[src/rtl/db9_splitter_sched_if.sv]
// db9_splitter_sched_if: DB9 splitter scheduler signal bundle
//   db9_in     raw DB9 port CB UDLR, asynchronous
//   mode       0 = P1, 1 = P2, 2 = split, 3 = P1
//   hold       freeze schedule
//   split_sel  splitter select (0 = P1 slot, 1 = P2 slot)
//   joy_p1/p2  latched player state CB UDLR
//   sample_stb one-cycle pulse when a joy output is written
interface db9_splitter_sched_if;
  logic [5:0] db9_in;
  logic [1:0] mode;
  logic       hold;
  logic       split_sel;
  logic [5:0] joy_p1;
  logic [5:0] joy_p2;
  logic       sample_stb;
  modport master (output db9_in, mode, hold, input split_sel, joy_p1, joy_p2, sample_stb);
  modport slave (input db9_in, mode, hold, output split_sel, joy_p1, joy_p2, sample_stb);
endinterface

[src/rtl/db9_splitter_sched.sv]
// db9_splitter_sched: deterministic slot scheduler sharing one DB9 port between two players
//   clk_sys  system clock
//   reset_n  asynchronous active-low reset
//   bus      db9_splitter_sched_if.slave (db9_in, mode, hold in; split_sel, joy_p1, joy_p2, sample_stb out)
//   DB9_SPLIT_DEBOUNCE_EN: when defined, a player output is written only after two matching samples
module db9_splitter_sched #(
  parameter int SLOT_CYC   = 1024,
  parameter int SETTLE_CYC = 48,
  parameter int CNT_W      = 11
) (
  input logic clk_sys,
  input logic reset_n,
  db9_splitter_sched_if.slave bus
);
  logic [5:0] s1, db9_s, joy_p1, joy_p2;
  logic [1:0] m, mode_q;
  logic [CNT_W-1:0] cnt;
  logic slot, stb, chg, wrap, smp, wr1, wr2;
`ifdef DB9_SPLIT_DEBOUNCE_EN
  logic [5:0] prev_p1, prev_p2;
`endif
  assign bus.split_sel  = slot;
  assign bus.joy_p1     = joy_p1;
  assign bus.joy_p2     = joy_p2;
  assign bus.sample_stb = stb;
  // mode 3 behaves exactly like mode 0, so it is folded before comparison
  always_comb begin
    m    = (bus.mode == 2'd3) ? 2'd0 : bus.mode;
    chg  = m != mode_q;
    wrap = cnt == CNT_W'(SLOT_CYC - 1);
    smp  = !bus.hold && !chg && cnt == CNT_W'(SETTLE_CYC);
`ifdef DB9_SPLIT_DEBOUNCE_EN
    wr1  = smp && !slot && db9_s == prev_p1;
    wr2  = smp && slot && db9_s == prev_p2;
`else
    wr1  = smp && !slot;
    wr2  = smp && slot;
`endif
  end
  always_ff @(posedge clk_sys or negedge reset_n)
    if (!reset_n) begin
      s1    <= '0;
      db9_s <= '0;
    end else begin
      s1    <= bus.db9_in;
      db9_s <= s1;
    end
  // mode_q only advances outside hold so a change made during hold is seen after release
  always_ff @(posedge clk_sys or negedge reset_n)
    if (!reset_n) begin
      mode_q <= '0;
      cnt    <= '0;
      slot   <= 1'b0;
      joy_p1 <= '0;
      joy_p2 <= '0;
      stb    <= 1'b0;
    end else begin
      stb <= wr1 || wr2;
      if (wr1) joy_p1 <= db9_s;
      if (wr2) joy_p2 <= db9_s;
      if (!bus.hold) begin
        mode_q <= m;
        if (chg) begin
          cnt  <= '0;
          slot <= m == 2'd1;
          if (m == 2'd1) joy_p1 <= '0;
          if (m == 2'd0) joy_p2 <= '0;
        end else begin
          cnt <= wrap ? '0 : cnt + 1'b1;
          if (wrap && mode_q == 2'd2) slot <= ~slot;
        end
      end
    end
`ifdef DB9_SPLIT_DEBOUNCE_EN
  always_ff @(posedge clk_sys or negedge reset_n)
    if (!reset_n) begin
      prev_p1 <= '0;
      prev_p2 <= '0;
    end else if (!bus.hold && chg) begin
      if (m == 2'd1) prev_p1 <= '0;
      if (m == 2'd0) prev_p2 <= '0;
    end else begin
      if (smp && !slot) prev_p1 <= db9_s;
      if (smp && slot) prev_p2 <= db9_s;
    end
`endif
endmodule
[src/flat_wrapper.sv]
// flat-port wrapper written by rule: the top's interface ports become plain ports
module db9_splitter_sched_flat 
#(
  parameter int SLOT_CYC   = 1024,
  parameter int SETTLE_CYC = 48,
  parameter int CNT_W      = 11
)
  (clk_sys, reset_n, bus_db9_in, bus_mode, bus_hold, bus_split_sel, bus_joy_p1, bus_joy_p2, bus_sample_stb);
  db9_splitter_sched_if bus_i ();
  input logic clk_sys;
  input logic reset_n;
  input wire logic [$bits(bus_i.db9_in)-1:0] bus_db9_in;
  input wire logic [$bits(bus_i.mode)-1:0] bus_mode;
  input wire logic [$bits(bus_i.hold)-1:0] bus_hold;
  output wire logic [$bits(bus_i.split_sel)-1:0] bus_split_sel;
  output wire logic [$bits(bus_i.joy_p1)-1:0] bus_joy_p1;
  output wire logic [$bits(bus_i.joy_p2)-1:0] bus_joy_p2;
  output wire logic [$bits(bus_i.sample_stb)-1:0] bus_sample_stb;
  assign bus_i.db9_in = bus_db9_in;
  assign bus_i.mode = bus_mode;
  assign bus_i.hold = bus_hold;
  assign bus_split_sel = bus_i.split_sel;
  assign bus_joy_p1 = bus_i.joy_p1;
  assign bus_joy_p2 = bus_i.joy_p2;
  assign bus_sample_stb = bus_i.sample_stb;
  db9_splitter_sched #(.SLOT_CYC(SLOT_CYC), .SETTLE_CYC(SETTLE_CYC), .CNT_W(CNT_W)) u_core (.clk_sys(clk_sys), .reset_n(reset_n), .bus(bus_i));
endmodule
[config.mk]
export PLATFORM = sky130hd
export DESIGN_NAME = db9_splitter_sched_flat
export DESIGN_NICKNAME = d
export VERILOG_FILES = /design/src/rtl/db9_splitter_sched_if.sv /design/src/rtl/db9_splitter_sched.sv /design/src/flat_wrapper.sv
export SDC_FILE = /design/constraint.sdc
export NUM_CORES = 1
export LEC_CHECK = 0
export ABC_AREA = 0
export CORE_MARGIN = 8
export CORE_UTILIZATION = 44
export DETAILED_ROUTE_END_ITERATION = 8
export DONT_BUFFER_PORTS = 1
export SYNTH_ARGS = -nofsm -noshare
export SYNTH_HDL_FRONTEND = slang
export SYNTH_SLANG_ARGS = --single-unit
[constraint.sdc]
create_clock -name clk_sys -period 6.15 [get_ports clk_sys]
set_clock_uncertainty 0.15 [all_clocks]
set_input_delay 0.9225 -clock clk_sys [delete_from_list [all_inputs] [get_ports clk_sys]]
set_output_delay 0.9225 -clock clk_sys [all_outputs]
set_load 0.1 [all_outputs]
======== Word level (Yosys, flattened, before mapping) ========
Index checks and enable logic that the tools add are counted.
word-level totals
  flip-flop bits (word level) ............. 39
  bits of input ports ..................... 11
  logic and storage cells ................. 42
  output and inout bits ................... 14
operators by class
  mux-type cells .......................... 13
  $add $sub $neg .......................... 1
  reduce and logical (&&, ||, !) cells .... 12
  equality and inequality tests ........... 6
  bitwise gates (word level) .............. 2
operator list
  cell                   count
  $mux 6                 8
  $mux 11                2
  $add 11x1->11 const B  1
  $eq 11x10->1 const B   1
  $eq 11x6->1 const B    1
  $logic_and 1x1->1      5
  $eq 2x2->1 const B     2
  $logic_not 1->1        3
  $eq 2x1->1 const B     1
  $logic_not 2->1        1
  $mux 1                 2
  $mux 2                 1
  $ne 2x2->1             1
  $not 1->1              2
  $reduce_and 2->1       1
  $reduce_bool 2->1      1
  $logic_or 1x1->1       1

======== Logic depth before layout (Yosys ltp) ========
Gate-level depths: netlist of the first run.
  word-level depth ........................ 11
  mapped depth ............................ 7
  gate-level depth less buffers ........... 6

======== Worst setup path before layout of the first run ========
No wires, ideal clock.
  path kind ............................... input-to-reg
  start ................................... input bus_mode[1]
  end ..................................... register u_core.joy_p1[0], in the netlist u_core.bus.joy_p1[0]
  setup slack ............................. 3.469 ns
  required time ........................... 5.846 ns
  data arrival time ....................... 2.376 ns
  path buffers ............................ 1
  stages on the path ...................... 7
  setup time .............................. 0.154 ns
  path through ............................ inv_1 -> ha_1 -> xor2_1 -> or4_4 -> buf_6 -> o41ai_1 -> a21oi_1
on the way
  longest elaborated chain between the ends .. 11
  elaborated cells between the ends (all ways) .. 12
  those cells by class .................... eq/ne: 3; mux: 5; reduce/logical: 4
ends and longest elaborated chain
  what                            RTL line                  RTL
  from (decl)                     flat_wrapper.sv:13        input wire logic [$bits(bus_i.mode)-1:0] bus_mode;
  $eq 2x2->1 *                    db9_splitter_sched.sv:28  m = (bus.mode == 2'd3) ? 2'd0 : bus.mode;
  $mux 2 *                        db9_splitter_sched.sv:28
  named net u_core.m[0]           db9_splitter_sched.sv:16  logic [1:0] m, mode_q;
  $ne 2x2->1                      db9_splitter_sched.sv:29  chg = m != mode_q;
  $logic_not 1->1                 db9_splitter_sched.sv:31  smp = !bus.hold && !chg && cnt == CNT_W'(SETTLE_CYC);
  $logic_and 1x1->1 (2 in a row)  db9_splitter_sched.sv:31
  $logic_and 1x1->1               db9_splitter_sched.sv:36  wr1 = smp && !slot;
  $mux 6                          db9_splitter_sched.sv:59  if (wr1) joy_p1 <= db9_s;
  $mux 6                          db9_splitter_sched.sv:66  if (m == 2'd1) joy_p1 <= '0;
  $mux 6                          db9_splitter_sched.sv:63  if (chg) begin
  $mux 6 *                        db9_splitter_sched.sv:61  if (!bus.hold) begin
  to (signal assigned)            db9_splitter_sched.sv:59
  to (decl)                       db9_splitter_sched.sv:15  logic [5:0] s1, db9_s, joy_p1, joy_p2;
The timed path passes the listed nets; every way through them passes the cells marked *.
A chain may end at the register's enable or synchronous reset.

======== Worst setup path after layout of the first run ========
Ends and elaborated chain as after synthesis.

==> results of run 1 <==
-- final timing paths --
check	from	endpoint	slack (ns)	cells past startpoint
worst min-delay path	reset_n	u_core.cnt[10]$_DFFE_PN0N_	0.17	0
min in group clk_sys	u_core.s1[4]$_DFF_PN0_	u_core.db9_s[4]$_DFF_PN0_	0.20	0
max in group asynchronous	reset_n	u_core.s1[4]$_DFF_PN0_	5.59	0
worst min register to register	u_core.s1[4]$_DFF_PN0_	u_core.db9_s[4]$_DFF_PN0_	0.20	0
worst max-delay path	bus_mode[1]	u_core.bus.joy_p1[0]$_DFF_PN0_	3.65	6
worst max register to register	u_core.cnt[7]$_DFFE_PN0N_	u_core.bus.joy_p2[3]$_DFF_PN0_	3.70	4
-- cell usage after synthesis (2+ instances only) --
cell | count | area share [%]
sky130_fd_sc_hd__dfrtp_1 | 39 | 51
sky130_fd_sc_hd__nand4_1 | 14 | 4.5
sky130_fd_sc_hd__a21oi_1 | 13 | 3.4
sky130_fd_sc_hd__nand2_1 | 8 | 1.6
sky130_fd_sc_hd__o41ai_2 | 8 | 6.7
sky130_fd_sc_hd__inv_1 | 7 | 1.4
sky130_fd_sc_hd__nor2_1 | 6 | 1.2
sky130_fd_sc_hd__o21ai_0 | 6 | 1.6
sky130_fd_sc_hd__nand3_1 | 5 | 1.3
sky130_fd_sc_hd__ha_1 | 4 | 2.6
sky130_fd_sc_hd__nor3_1 | 4 | 1.0
sky130_fd_sc_hd__o41ai_1 | 4 | 1.8
sky130_fd_sc_hd__a22o_1 | 3 | 1.4
sky130_fd_sc_hd__buf_6 | 3 | 1.8
sky130_fd_sc_hd__clkbuf_8 | 3 | 2.1
sky130_fd_sc_hd__xor2_1 | 3 | 1.4
sky130_fd_sc_hd__a31o_1 | 2 | 0.91
sky130_fd_sc_hd__clkbuf_1 | 2 | 0.39
sky130_fd_sc_hd__nor4_1 | 2 | 0.65
sky130_fd_sc_hd__xnor2_1 | 2 | 0.91
-- cell families after synthesis --
family,Yosys count,share of synthesized area [%]
compound gates,44,19.3
xor+xnor,5,2.27
fa+ha+maj,4,2.59
buf+inv,17,6.23
flops,39,50.6
mux,2,1.10
simple gates,56,18.0
-- power breakdown --
part           internal, W  total [W]  leakage (nW)  switching, W
clock            0.0000810   0.000175        0.0443     0.0000942
combinational    0.0000218  0.0000712         0.245     0.0000493
sequential        0.000266   0.000283         0.512     0.0000168
total             0.000369   0.000529         0.801      0.000160
-- registers in the layout (all words and copies together), names as in the netlist --
| register | cells |
|---|---|
| u_core.cnt | 11 |
| u_core.bus.joy_p1 | 6 |
| u_core.bus.joy_p2 | 6 |
| u_core.db9_s | 6 |
| u_core.s1 | 6 |
| u_core.mode_q | 2 |
| u_core.bus.sample_stb | 1 |
| u_core.bus.split_sel | 1 |
-- per-layer routing --
metal	track usage, %	vias up	wire [µm]
li1	-	627	-
met2	19.1	51	1930
met5	0	-	0
met1	16.1	672	1760
met3	4.87	6	319
met4	4.04	0	36
-- worst register-to-register path: cells and delay by family (launching register included) --
kind | cells | cell delay [ns]
flops | 1 | 0.43
simple gates | 3 | 1.54
compound gates | 1 | 0.24
-- through the flow --
step | setup WS (ns) | instances | util (%)
2_1_floorplan | 3.47 | 167 | -
3_3_place_gp | 3.26 | 210 | 44.4
3_5_place_dp | 3.07 | 210 | 44.4
4_1_cts | 3.35 | 218 | 46.6
5_1_grt | 3.52 | 218 | 46.7
6_report | 3.65 | 218 | 46.7
-- area by class of cell --
class                           count  area (µm²)  area share, %
Timing Repair Buffer                1        7.51          0.374
Multi-Input combinational cell    111         838           41.8
Clock inverter                      3        25.0           1.25
Inverter                            7        26.3           1.31
Clock buffer                        5        68.8           3.43
Sequential cell                    39         976           48.6
Tap cell                           52        65.1           3.24
==> summary by stage, run 1 <==
Routing
The routed design has 4.04 mm of wire. The average wire length per cell after detail routing is 18.5 µm. The number of DRC markers after the initial detailed-route iteration is 118. The first detailed-routing pass took 4 iterations. The remaining number of nets flagged by the antenna check after routing is 0. The residual DRC count is 0.

The detailed-route vias per instance is 6.22. The via count of the routed design is about 1400.

STA
The maximum clock frequency is 400 MHz. Setup violations remaining at the end of the flow were counted as 0. Dividing the final minimum period by the clock period gives 40.7%.

The total count of max-transition violations in the final report is 0. The final total negative setup slack is 0 ns. Setup repair after global routing left no endpoint under its margin.

The minimum clock period after layout is 2.50 ns. The slew at the pin with the worst max-slew slack is between 0.9 and 1 ns. The worst slack on hold paths is roughly 0.17 ns.

The worst pin sits at a relative slew slack of 37.3%. The count of final hold-check violations is 0.

Yosys
The count of flip-flops with a built-in enable after synthesis is 0. The synthesized area per cell is 11.6 µm². The post-synthesis async set-or-reset flop share is 100%. The number of cells produced by synthesis is about 170.

Yosys printed 0 warnings. The number of library cell types mapped by synthesis is 49. The post-synthesis net count is 182.

The summed instance area of the synthesized netlist is 0.00193 mm². The total of flip-flops plus latches after synthesis is 39. Among all flip-flop cells after synthesis, the most frequent one is sky130_fd_sc_hd__dfrtp_1.

For this run, the register share of the synthesized area comes to 50.6%.

Place
The quantity of I/O buffers inserted on ports is 0. The congestion estimate from routability-driven global placement came to 0.784. The half-perimeter wire length of the detailed placement result is roughly 2.8 mm.

The post-place instance area is 0.00191 mm².

CTS
The buffer cell driving the clock tree root is sky130_fd_sc_hd__clkbuf_8. The clock tree from TritonCTS is yes. The post-CTS resize count is 0. The H-tree was split into 2 levels. The number of clock buffers inserted by TritonCTS is 5. After clock tree synthesis, the flow added hold-fix buffers numbering 0. After clock tree synthesis, the clock-pin slew on the worst setup and hold paths is 0.08 ns.

After clock tree synthesis, the setup repair step added 0 buffers. The clock net in this run drives a total of 39 sinks. The worst-case clock buffer depth is 2. The later pin in the worst-skew pair is clocked with a latency of 0.29 ns.

Setup path
STA puts the critical path data required time at a little over 6 ns. The peak fanout along the critical path is 13. The launching element type of the critical path is an input port. The kind of critical path is in2reg.

The family of cells with the greatest summed delay on the critical path is simple AND/OR/NAND/NOR gates. The number of buffers and inverters on the critical path is 1. The data arrival time at the worst-slack endpoint is 2.49 ns. Walking the worst path, the cells encountered are inv_1 > ha_1 > xor2_1 > or4_4 > o41ai_1 > a21oi_1.

The longest individual stage delay on the worst path is 0.64 ns. The cell at the slowest stage of the critical path is sky130_fd_sc_hd__or4_4. The nature of the critical path endpoint is a flop.

Global routing
The initial antenna violation count was 0. The maximum number of pins on one net before global-route repair is 40. The first global-routing pass estimated 6.54 mm of wire. The via count of the first global-routing pass came to 1297.

The overall overflow remaining after global route is 0. Across every metal layer, demand over resource in global routing totals 12.6%.

Floorplanning
The die covers between 0.006 and 0.007 mm². The die height is 82.2 µm. The horizontal die dimension is 82.2 µm.

The initial utilization of the core area, before any placement, comes to 44.9%. Pin placement for this block handled 25 I/O pins. The site row count is 24. The area of the core is between 0.004 and 0.005 mm².

Pwr
In this run the static leakage power is between 0.8 and 0.9 nW. VDD sags by at most 110 µV. The overall power is ~0.00053 W.

The areal power density over the cells is 264 mW/mm².

Layout
The leading cell type in the layout, fill and taps excluded is sky130_fd_sc_hd__dfrtp_1. Leaving out fill and tap cells, the most frequent cells in the layout are sky130_fd_sc_hd__dfrtp_1, sky130_fd_sc_hd__nand4_1, sky130_fd_sc_hd__a21oi_1. The fraction of final layout cells sized beyond drive strength 1 is 17.5%.

The finished cells cover 0.00201 mm². The number of filler instances in the final layout is ~410. 0 antenna diodes ended up in the layout. The net count of the finished layout is 180. The area growth from synthesis to layout is 4.02%.

Run
The total of max-cap violations is 0.

Hold path
The class of the most critical hold timing path is in2async.

Run status
The flow ran to the end, and the final reports show no timing, DRC or antenna violations.
Note: power is estimated with default switching activity, not from simulation.
==> inputs of run 2 (changes only) <==
--- a/config.mk
+++ b/config.mk
@@ -5,7 +5,7 @@
 export SDC_FILE = /design/constraint.sdc
 export NUM_CORES = 1
 export LEC_CHECK = 0
-export ABC_AREA = 0
+export ABC_AREA = 1
 export CORE_MARGIN = 8
 export CORE_UTILIZATION = 44
 export DETAILED_ROUTE_END_ITERATION = 8
==> constraint.sdc (replaced) <==
create_clock -name clk_sys -period 2.3 [get_ports clk_sys]
set_clock_uncertainty 0.15 [all_clocks]
set_input_delay 0.345 -clock clk_sys [delete_from_list [all_inputs] [get_ports clk_sys]]
set_output_delay 0.345 -clock clk_sys [all_outputs]
set_load 0.1 [all_outputs]
==> summary by stage, run 2 <==
Run status
The run finished with clean final reports.

CTS
The clock passes through at most 2 buffers. TritonCTS built the clock tree. After clock tree synthesis, the clock-pin slew on the worst setup and hold paths is 0.07 ns. Post-CTS timing repair inserted 0 buffers for setup.

The buffer cell driving the clock tree root is sky130_fd_sc_hd__clkbuf_8. The number of sinks on the clock net is 39. The number of clock buffers inserted by TritonCTS is 5.

The later pin in the worst-skew pair is clocked with a latency of ~0.29 ns. The hold-fix buffer count after cts is 9. The number of H-tree levels is 2. In this run, post-CTS repair resized a total of 0 instances.

Yosys
In the post-synthesis netlist, the cell with the most instances is sky130_fd_sc_hd__nand2_1. Of the synthesized area, sequential elements account for 55.7%. The cell accounting for the most synthesized area is sky130_fd_sc_hd__dfrtp_1. The number of cells produced by synthesis is approximately 200. The mapped netlist covers 0.00175 mm². The synthesized design contains 0 enable-type register cells. The post-synthesis async set-or-reset flop share is 100%. Yosys printed 0 warnings.

In the synthesized netlist, the cells that appear most often are sky130_fd_sc_hd__nand2_1, sky130_fd_sc_hd__dfrtp_1, sky130_fd_sc_hd__inv_1, sky130_fd_sc_hd__nor2_1, sky130_fd_sc_hd__o21ai_0. After synthesis the netlist holds a flip-flop and latch count of 39. The post-synthesis net count is 217.

The synthesized area per cell is 8.68 µm². The area fraction of the dominant cell type after synthesis is 55.7%. The number of different library cells used by synthesis comes to 24. By area the synthesized netlist is led by sky130_fd_sc_hd__dfrtp_1, sky130_fd_sc_hd__nand2_1, sky130_fd_sc_hd__inv_1. The predominant post-synthesis flop cell is sky130_fd_sc_hd__dfrtp_1.

Global routing
The initial antenna violation count is 0. The via count of the first global-routing pass is 1332. The overall overflow remaining after global route is 0. Across every metal layer, demand over resource in global routing totals 12.0%. The first-pass GRT wire length is approximately 6.0 mm.

The maximum number of pins on one net before global-route repair is 40.

Place
The wire-length estimate of the detail-placed layout is 2.50 mm. At the end of routability-driven placement, the weighted congestion stood at a little under 0.9. Summing all placed instances gives a cell area of 0.00189 mm².

The quantity of I/O buffers inserted on ports is 0. The placement-stage worst setup slack is around 0.44 ns.

STA
For the final routed database, the setup TNS stands at 0 ns. The final worst setup slack is 0.463 ns. Timing would allow up to about 540 MHz. Setup repair after global routing left no endpoint under its margin. The post-route fraction of the period consumed by the critical path is 79.9%. The total count of max-transition violations in the final report is 0. The worst slack on hold paths is around 0.011 ns. Setup violations remaining at the end of the flow were counted as 0. The worst relative slew slack is 75.2%.

The slew at the pin with the worst max-slew slack is ~0.37 ns. The count of final hold-check violations is 0. The minimum clock period after layout is 1.84 ns.

Pwr
Net switching is 31.1% of the power. For this design the static power due to leakage is between 1 and 1.5 nW. The clock share of power is 31.3%. After layout, the design draws a total of roughly 0.0014 W. IR analysis of the VDD net gives a maximum drop of 326 µV. The reported net switching power is 0.000449 W.

The combinational share of power is 17.1%. The internal power of the cells totals 0.000995 W. The share of total power dissipated in sequential elements is 51.6%. For this design the ratio of total power to cell area is 695 mW/mm².

Setup path
The data arrival time at the worst-slack endpoint is 1.84 ns. The required time of the worst setup path is 2.31 ns. The worst register-to-register path has a setup slack of 0.46 ns. The worst setup path is captured at a flop. Along the worst path, the maximum fanout reaches 8. By startpoint and endpoint, the worst setup path is classified as reg2reg. The launching element type of the critical path is a flop.

Routing
The residual DRC count is 0. The remaining number of nets flagged by the antenna check after routing is 0. The average wire length per cell after detail routing is around 13 µm. In the routed layout, each cell is associated on average with a via count of 4.68. The final layout contains routed wiring with a total length of 3.52 mm. The via count of the routed design is 1306.

The first routing iteration left 88 violations. The number of detailed-route iterations in the first pass is 4.

Layout
The register with the most flip-flops in the layout has 11 of them. The fraction of final layout cells sized beyond drive strength 1 is ~14%. The library cells used most frequently in the layout, excluding fill and tap cells, are sky130_fd_sc_hd__nand2_1, sky130_fd_sc_hd__dfrtp_1, sky130_fd_sc_hd__inv_1, sky130_fd_sc_hd__nor2_1, sky130_fd_sc_hd__buf_4. The area growth from synthesis to layout is 18.6%.

The count of inserted antenna diode cells is 0. The register with the highest flop count is u_core.cnt. The cell area after layout is 0.00208 mm². The library cell used most frequently in the layout, excluding fill and tap cells, is sky130_fd_sc_hd__nand2_1. The net count of the finished layout is ~240.

Floorplanning
The die area is 0.00626 mm². The die height is 79.1 µm. The site row count is 23.

The number of placed I/O pins is 25. The horizontal die dimension is between 70 and 80 µm. The initial core utilization is 44.8%. The region available for standard cell placement spans slightly below 0.004 mm².

Hold path
The class of the most critical hold timing path is in2reg.

Run
Max-cap violations in this run came to 0.
[run 2: cell count changes after synthesis, moves of 4 or more]
| cell | delta |
|---|---|
| sky130_fd_sc_hd__o41ai_2 | -8 |
| sky130_fd_sc_hd__nand4_1 | -14 |
| sky130_fd_sc_hd__a21oi_1 | -11 |
| sky130_fd_sc_hd__nor2_1 | +26 |
| sky130_fd_sc_hd__o41ai_1 | -4 |
| sky130_fd_sc_hd__nand2_1 | +39 |
| sky130_fd_sc_hd__nand3_1 | +5 |
| sky130_fd_sc_hd__o21ai_0 | +5 |
| sky130_fd_sc_hd__inv_1 | +25 |
[run 2: kinds of logic (layout without fill, tap and decap cells)]
family,Yosys count,after routing,synth area share [%]
fa+ha+maj,4,4,2.86
simple gates,99,99,24.5
flops,39,39,55.7
buf+inv,37,64,8.85
xor+xnor,6,6,3.00
compound gates,17,17,5.14
[run 2: critical path, stage by stage, from the launching register on]
cell and delay, ns:
sky130_fd_sc_hd__dfrtp_1 0.41, sky130_fd_sc_hd__ha_1 0.22, sky130_fd_sc_hd__nand3_1 0.12, sky130_fd_sc_hd__nor2_1 0.27, sky130_fd_sc_hd__nand3_1 0.13, sky130_fd_sc_hd__nand3_1 0.25
sky130_fd_sc_hd__o21ai_0 0.15
[run 2: per-stage QoR]
step / utilization (%) / cells
final: 53.1 / 279
after global routing: 53.1 / 279
after CTS: 53.1 / 279
after detailed placement: 48.3 / 262
after global placement: 48.3 / 262
after floorplan: - / 202
[run 2: cell type report]
cell class              instances  area [µm²]
well taps                      50        62.6
flip-flops and latches         39         976
inverters                      33         124
fillers                       374        1840
clock buffers                   5        68.8
clock inverters                 3        20.0
multi-input cells             126         622
repair buffers                 23         205
[run 2: worst paths after layout]
kind | startpoint | endpoint | depth (start not counted)
worst max-delay path | u_core.cnt[0]$_DFFE_PN0N_ | u_core.cnt[7]$_DFFE_PN0N_ | 6
worst min-delay path | bus_hold | u_core.mode_q[1]$_DFFE_PN0N_ | 1
worst max register to register | u_core.cnt[0]$_DFFE_PN0N_ | u_core.cnt[7]$_DFFE_PN0N_ | 6
worst min register to register | u_core.s1[4]$_DFF_PN0_ | u_core.db9_s[4]$_DFF_PN0_ | 0
max in group asynchronous | reset_n | u_core.cnt[0]$_DFFE_PN0N_ | 2
min in group asynchronous | reset_n | u_core.bus.joy_p2[4]$_DFF_PN0_ | 2
[run 2: power groups by stage]
stage	clock network, W	registers [W]	logic [W]
after global placement	0	0.000755	0.000214
after detailed placement	0	0.000758	0.000220
final	0.000452	0.000745	0.000247
after global routing	0.000495	0.000749	0.000269
after CTS	0.000469	0.000744	0.000250
after floorplan	0	0.000843	0.0000860
[run 2: layer usage]
layer  GRT usage [%]  share of wire [%]  up-vias
met5               0                  0        -
met4            5.00                1.4        0
met3            4.18                6.0        6
met2            19.1                 48       28
met1            14.3                 44      610
li1                -                  -      662
==> inputs of run 3 (changes only) <==
==> constraint.sdc (replaced) <==
create_clock -name clk_sys -period 1.9 [get_ports clk_sys]
set_clock_uncertainty 0.15 [all_clocks]
set_input_delay 0.285 -clock clk_sys [delete_from_list [all_inputs] [get_ports clk_sys]]
set_output_delay 0.285 -clock clk_sys [all_outputs]
set_load 0.1 [all_outputs]
==> summary by stage, run 3 (synthesis results as in run 2) <==
Run status
The flow ran to the end, and the final reports show no timing, DRC or antenna violations.

Setup path
In this run the worst path has a maximum fanout of 12. The critical path buffer and inverter count is 1. For this run, the slowest stage of the critical path takes 0.41 ns. At the worst endpoint, the arrival time is roughly 1.8 ns. The worst setup path is launched from a flop. STA classifies the critical path endpoint as a flop. Walking the worst path, the cells encountered are inv_1 > ha_1 > nand3_1 > nor2_2 > nand4_2 > nand2_1 > nand2_1 > nor2_1.

The kind of cell with the highest combined delay along the critical path is simple AND/OR/NAND/NOR gates. The kind of critical path is reg2reg. For this design, the slowest cell found on the critical path is sky130_fd_sc_hd__dfrtp_1. The cell that appears most often on the critical path is sky130_fd_sc_hd__nand2_1. At the worst endpoint, the required time is 1.98 ns.

Pwr
The clock network is responsible for 30.9% of the overall power. The analysis attributes to cell leakage a power of 1.08 nW. The reported net switching power is ~0.00054 W. The highest ir drop seen on vdd is 539 µV. Sequential cells account for 51.8% of the total power. Combinational cells account for 17.3% of the total power. The switching portion of total power is 30.8%. The internal cell power is roughly 0.0012 W.

The areal power density over the cells is 835 mW/mm².

Layout
The leading cell type in the layout, fill and taps excluded is sky130_fd_sc_hd__nand2_1. The number of flip-flops in the largest register is 11. The fraction of final layout cells sized beyond drive strength 1 is 14.3%.

The final layout contains approximately 240 nets. The utilization of the core after routing is 53.3%. The cell area after layout is 0.00209 mm². The number of antenna diodes in the final layout is 0. The finished layout holds 280 standard cells, fillers aside. The register with the highest flop count is u_core.cnt. Fill cells in the final layout number 368.

The top cell types in the final layout, fill and taps aside, are sky130_fd_sc_hd__nand2_1, sky130_fd_sc_hd__dfrtp_1, sky130_fd_sc_hd__inv_1, sky130_fd_sc_hd__nor2_1, sky130_fd_sc_hd__buf_4. The area growth from synthesis to layout is 19.1%.

Global routing
The initial antenna violation count is 0. The first global-routing pass estimated ~6 mm of wire. The via count of the first global-routing pass is 1255. Global routing used 12.0% of the available tracks. Global routing finished with a remaining overflow of 0.

The maximum number of pins on one net before global-route repair is 40.

Routing
The post-detailed-routing wire length is 3.50 mm. The number of DRC markers after the initial detailed-route iteration is 85. After detailed routing, the number of remaining DRC violations is 0.

The via count of the routed design is 1304. The detailed-route vias per instance is 4.66. After detailed routing, the average wire length per cell comes to 12.5 µm. Once detail routing completed, the nets flagged for antenna violations numbered 0. The number of detailed-route iterations in the first pass is 4.

Place
Input and output buffers added on the ports amount to 0. The number of placed cells counting well taps is ~260. The post-place instance area is 0.00190 mm². The global placement routability congestion is 0.831. The placement-stage worst setup slack is 0.148 ns.

The half-perimeter wire length of the detailed placement result is 2.47 mm.

Floorplanning
The horizontal die dimension is 79.1 µm. The site row count is 23. The initial core utilization is 44.8%. The floorplan step defined a core boundary enclosing 0.00391 mm². The number of placed I/O pins is 25. The die covers 0.00626 mm². From bottom edge to top edge, the die measures 79.1 µm.

STA
The count of final hold-check violations is 0. After layout, the minimum clock period comes to 1.73 ns. The maximum clock frequency is 579 MHz. The total count of max-transition violations in the final report is 0. For the pin with the worst max-slew slack, the measured transition is 0.410 ns.

The post-route fraction of the period consumed by the critical path is 91.0%. In the final timing run, aggregate negative setup slack is 0 ns. Setup slack on the critical path of the routed design comes to ~0.17 ns. The number of setup violations in the final report is 0. The worst relative slew slack is between 70% and 80%.

CTS
The number of sinks on the clock net is 39. The clock tree from TritonCTS is yes. The worst-case clock buffer depth is 2. The number of clock buffers inserted by TritonCTS is 5. The H-tree was split into 2 levels. The later pin in the worst-skew pair is clocked with a latency of between 0.2 and 0.3 ns. The clock-pin slew on the worst setup and hold paths is 0.08 ns. The buffer cell driving the clock tree root is sky130_fd_sc_hd__clkbuf_8.

Hold path
The class of the most critical hold timing path is in2reg.

Run
Max-cap violations in this run came to 0.
[run 3: changes by cell type in the layout (fill, tap and decap cells not counted), sizes merged]
cell,delta
clkinvlp,-1
buf,+1
clkbuf,+1
[run 3: area by class of cell]
type / instances / area [µm²] / share of cell area, %
timing repair buffer: 24 / 213 / 10.2
multi-input combinational: 126 / 627 / 30.0
sequential: 39 / 976 / 46.8
clock buffer: 6 / 72.6 / 3.48
clock inverter: 2 / 12.5 / 0.600
tap: 50 / 62.6 / 3.00
inverter: 33 / 124 / 5.94
[run 3: routing by layer]
| layer | up-vias | GRT usage [%] | wire, µm |
|---|---|---|---|
| met5 | - | 0 | 0 |
| met4 | 0 | 5.56 | 64 |
| met3 | 7 | 4.40 | 175 |
| met2 | 23 | 19.1 | 1680 |
| met1 | 610 | 14.1 | 1580 |
| li1 | 664 | - | - |
[run 3: final timing paths]
| check | startpoint | to | slack [ns] | cells past startpoint |
|---|---|---|---|---|
| max in group asynchronous | reset_n | u_core.db9_s[5]$_DFF_PN0_ | 1.11 | 2 |
| max | u_core.cnt[1]$_DFFE_PN0N_ | u_core.bus.joy_p1[2]$_DFF_PN0_ | 0.17 | 8 |
| max reg2reg | u_core.cnt[1]$_DFFE_PN0N_ | u_core.bus.joy_p1[2]$_DFF_PN0_ | 0.17 | 8 |
| min reg2reg | u_core.s1[2]$_DFF_PN0_ | u_core.db9_s[2]$_DFF_PN0_ | 0.19 | 0 |
| min | bus_hold | u_core.cnt[6]$_DFFE_PN0N_ | 0.17 | 4 |
| min in group asynchronous | reset_n | u_core.bus.joy_p2[0]$_DFF_PN0_ | 0.30 | 2 |
[run 3: power by group through the flow]
stage	clock (W)	sequential, W	combinational, W
2_1_floorplan	0	0.00102	0.000104
3_3_place_gp	0	0.000917	0.000258
3_5_place_dp	0	0.000918	0.000265
4_1_cts	0.000556	0.000902	0.000305
5_1_grt	0.000593	0.000907	0.000329
6_report	0.000538	0.000902	0.000301
[run 3: worst reg2reg max path, stage by stage, from the launching register on]
cell and delay [ns]:
sky130_fd_sc_hd__dfrtp_1 0.41, sky130_fd_sc_hd__inv_1 0.09, sky130_fd_sc_hd__ha_1 0.15, sky130_fd_sc_hd__nand3_1 0.11, sky130_fd_sc_hd__nor2_2 0.19, sky130_fd_sc_hd__nand4_2 0.28
sky130_fd_sc_hd__nand2_1 0.16, sky130_fd_sc_hd__nand2_1 0.06, sky130_fd_sc_hd__nor2_1 0.09
[run 3: what timing repair did]
item / 4_1_cts / 5_1_grt
hold endpoints to repair: 54 / 0
setup buffers: 0 / 0
gates resized for setup: 0 / 1
hold buffers: 9 / 0
endpoints found under the setup margin: 0 / 2
[run 3: through the flow]
| step | power [W] | hold WS, ns |
|---|---|---|
| global placement | 0.00117 | -0.159 |
| detailed placement | 0.00118 | -0.159 |
| global route | 0.00183 | 0.192 |
| finish | 0.00174 | 0.167 |
| CTS | 0.00176 | 0.164 |
| floorplan | 0.00113 | -0.161 |
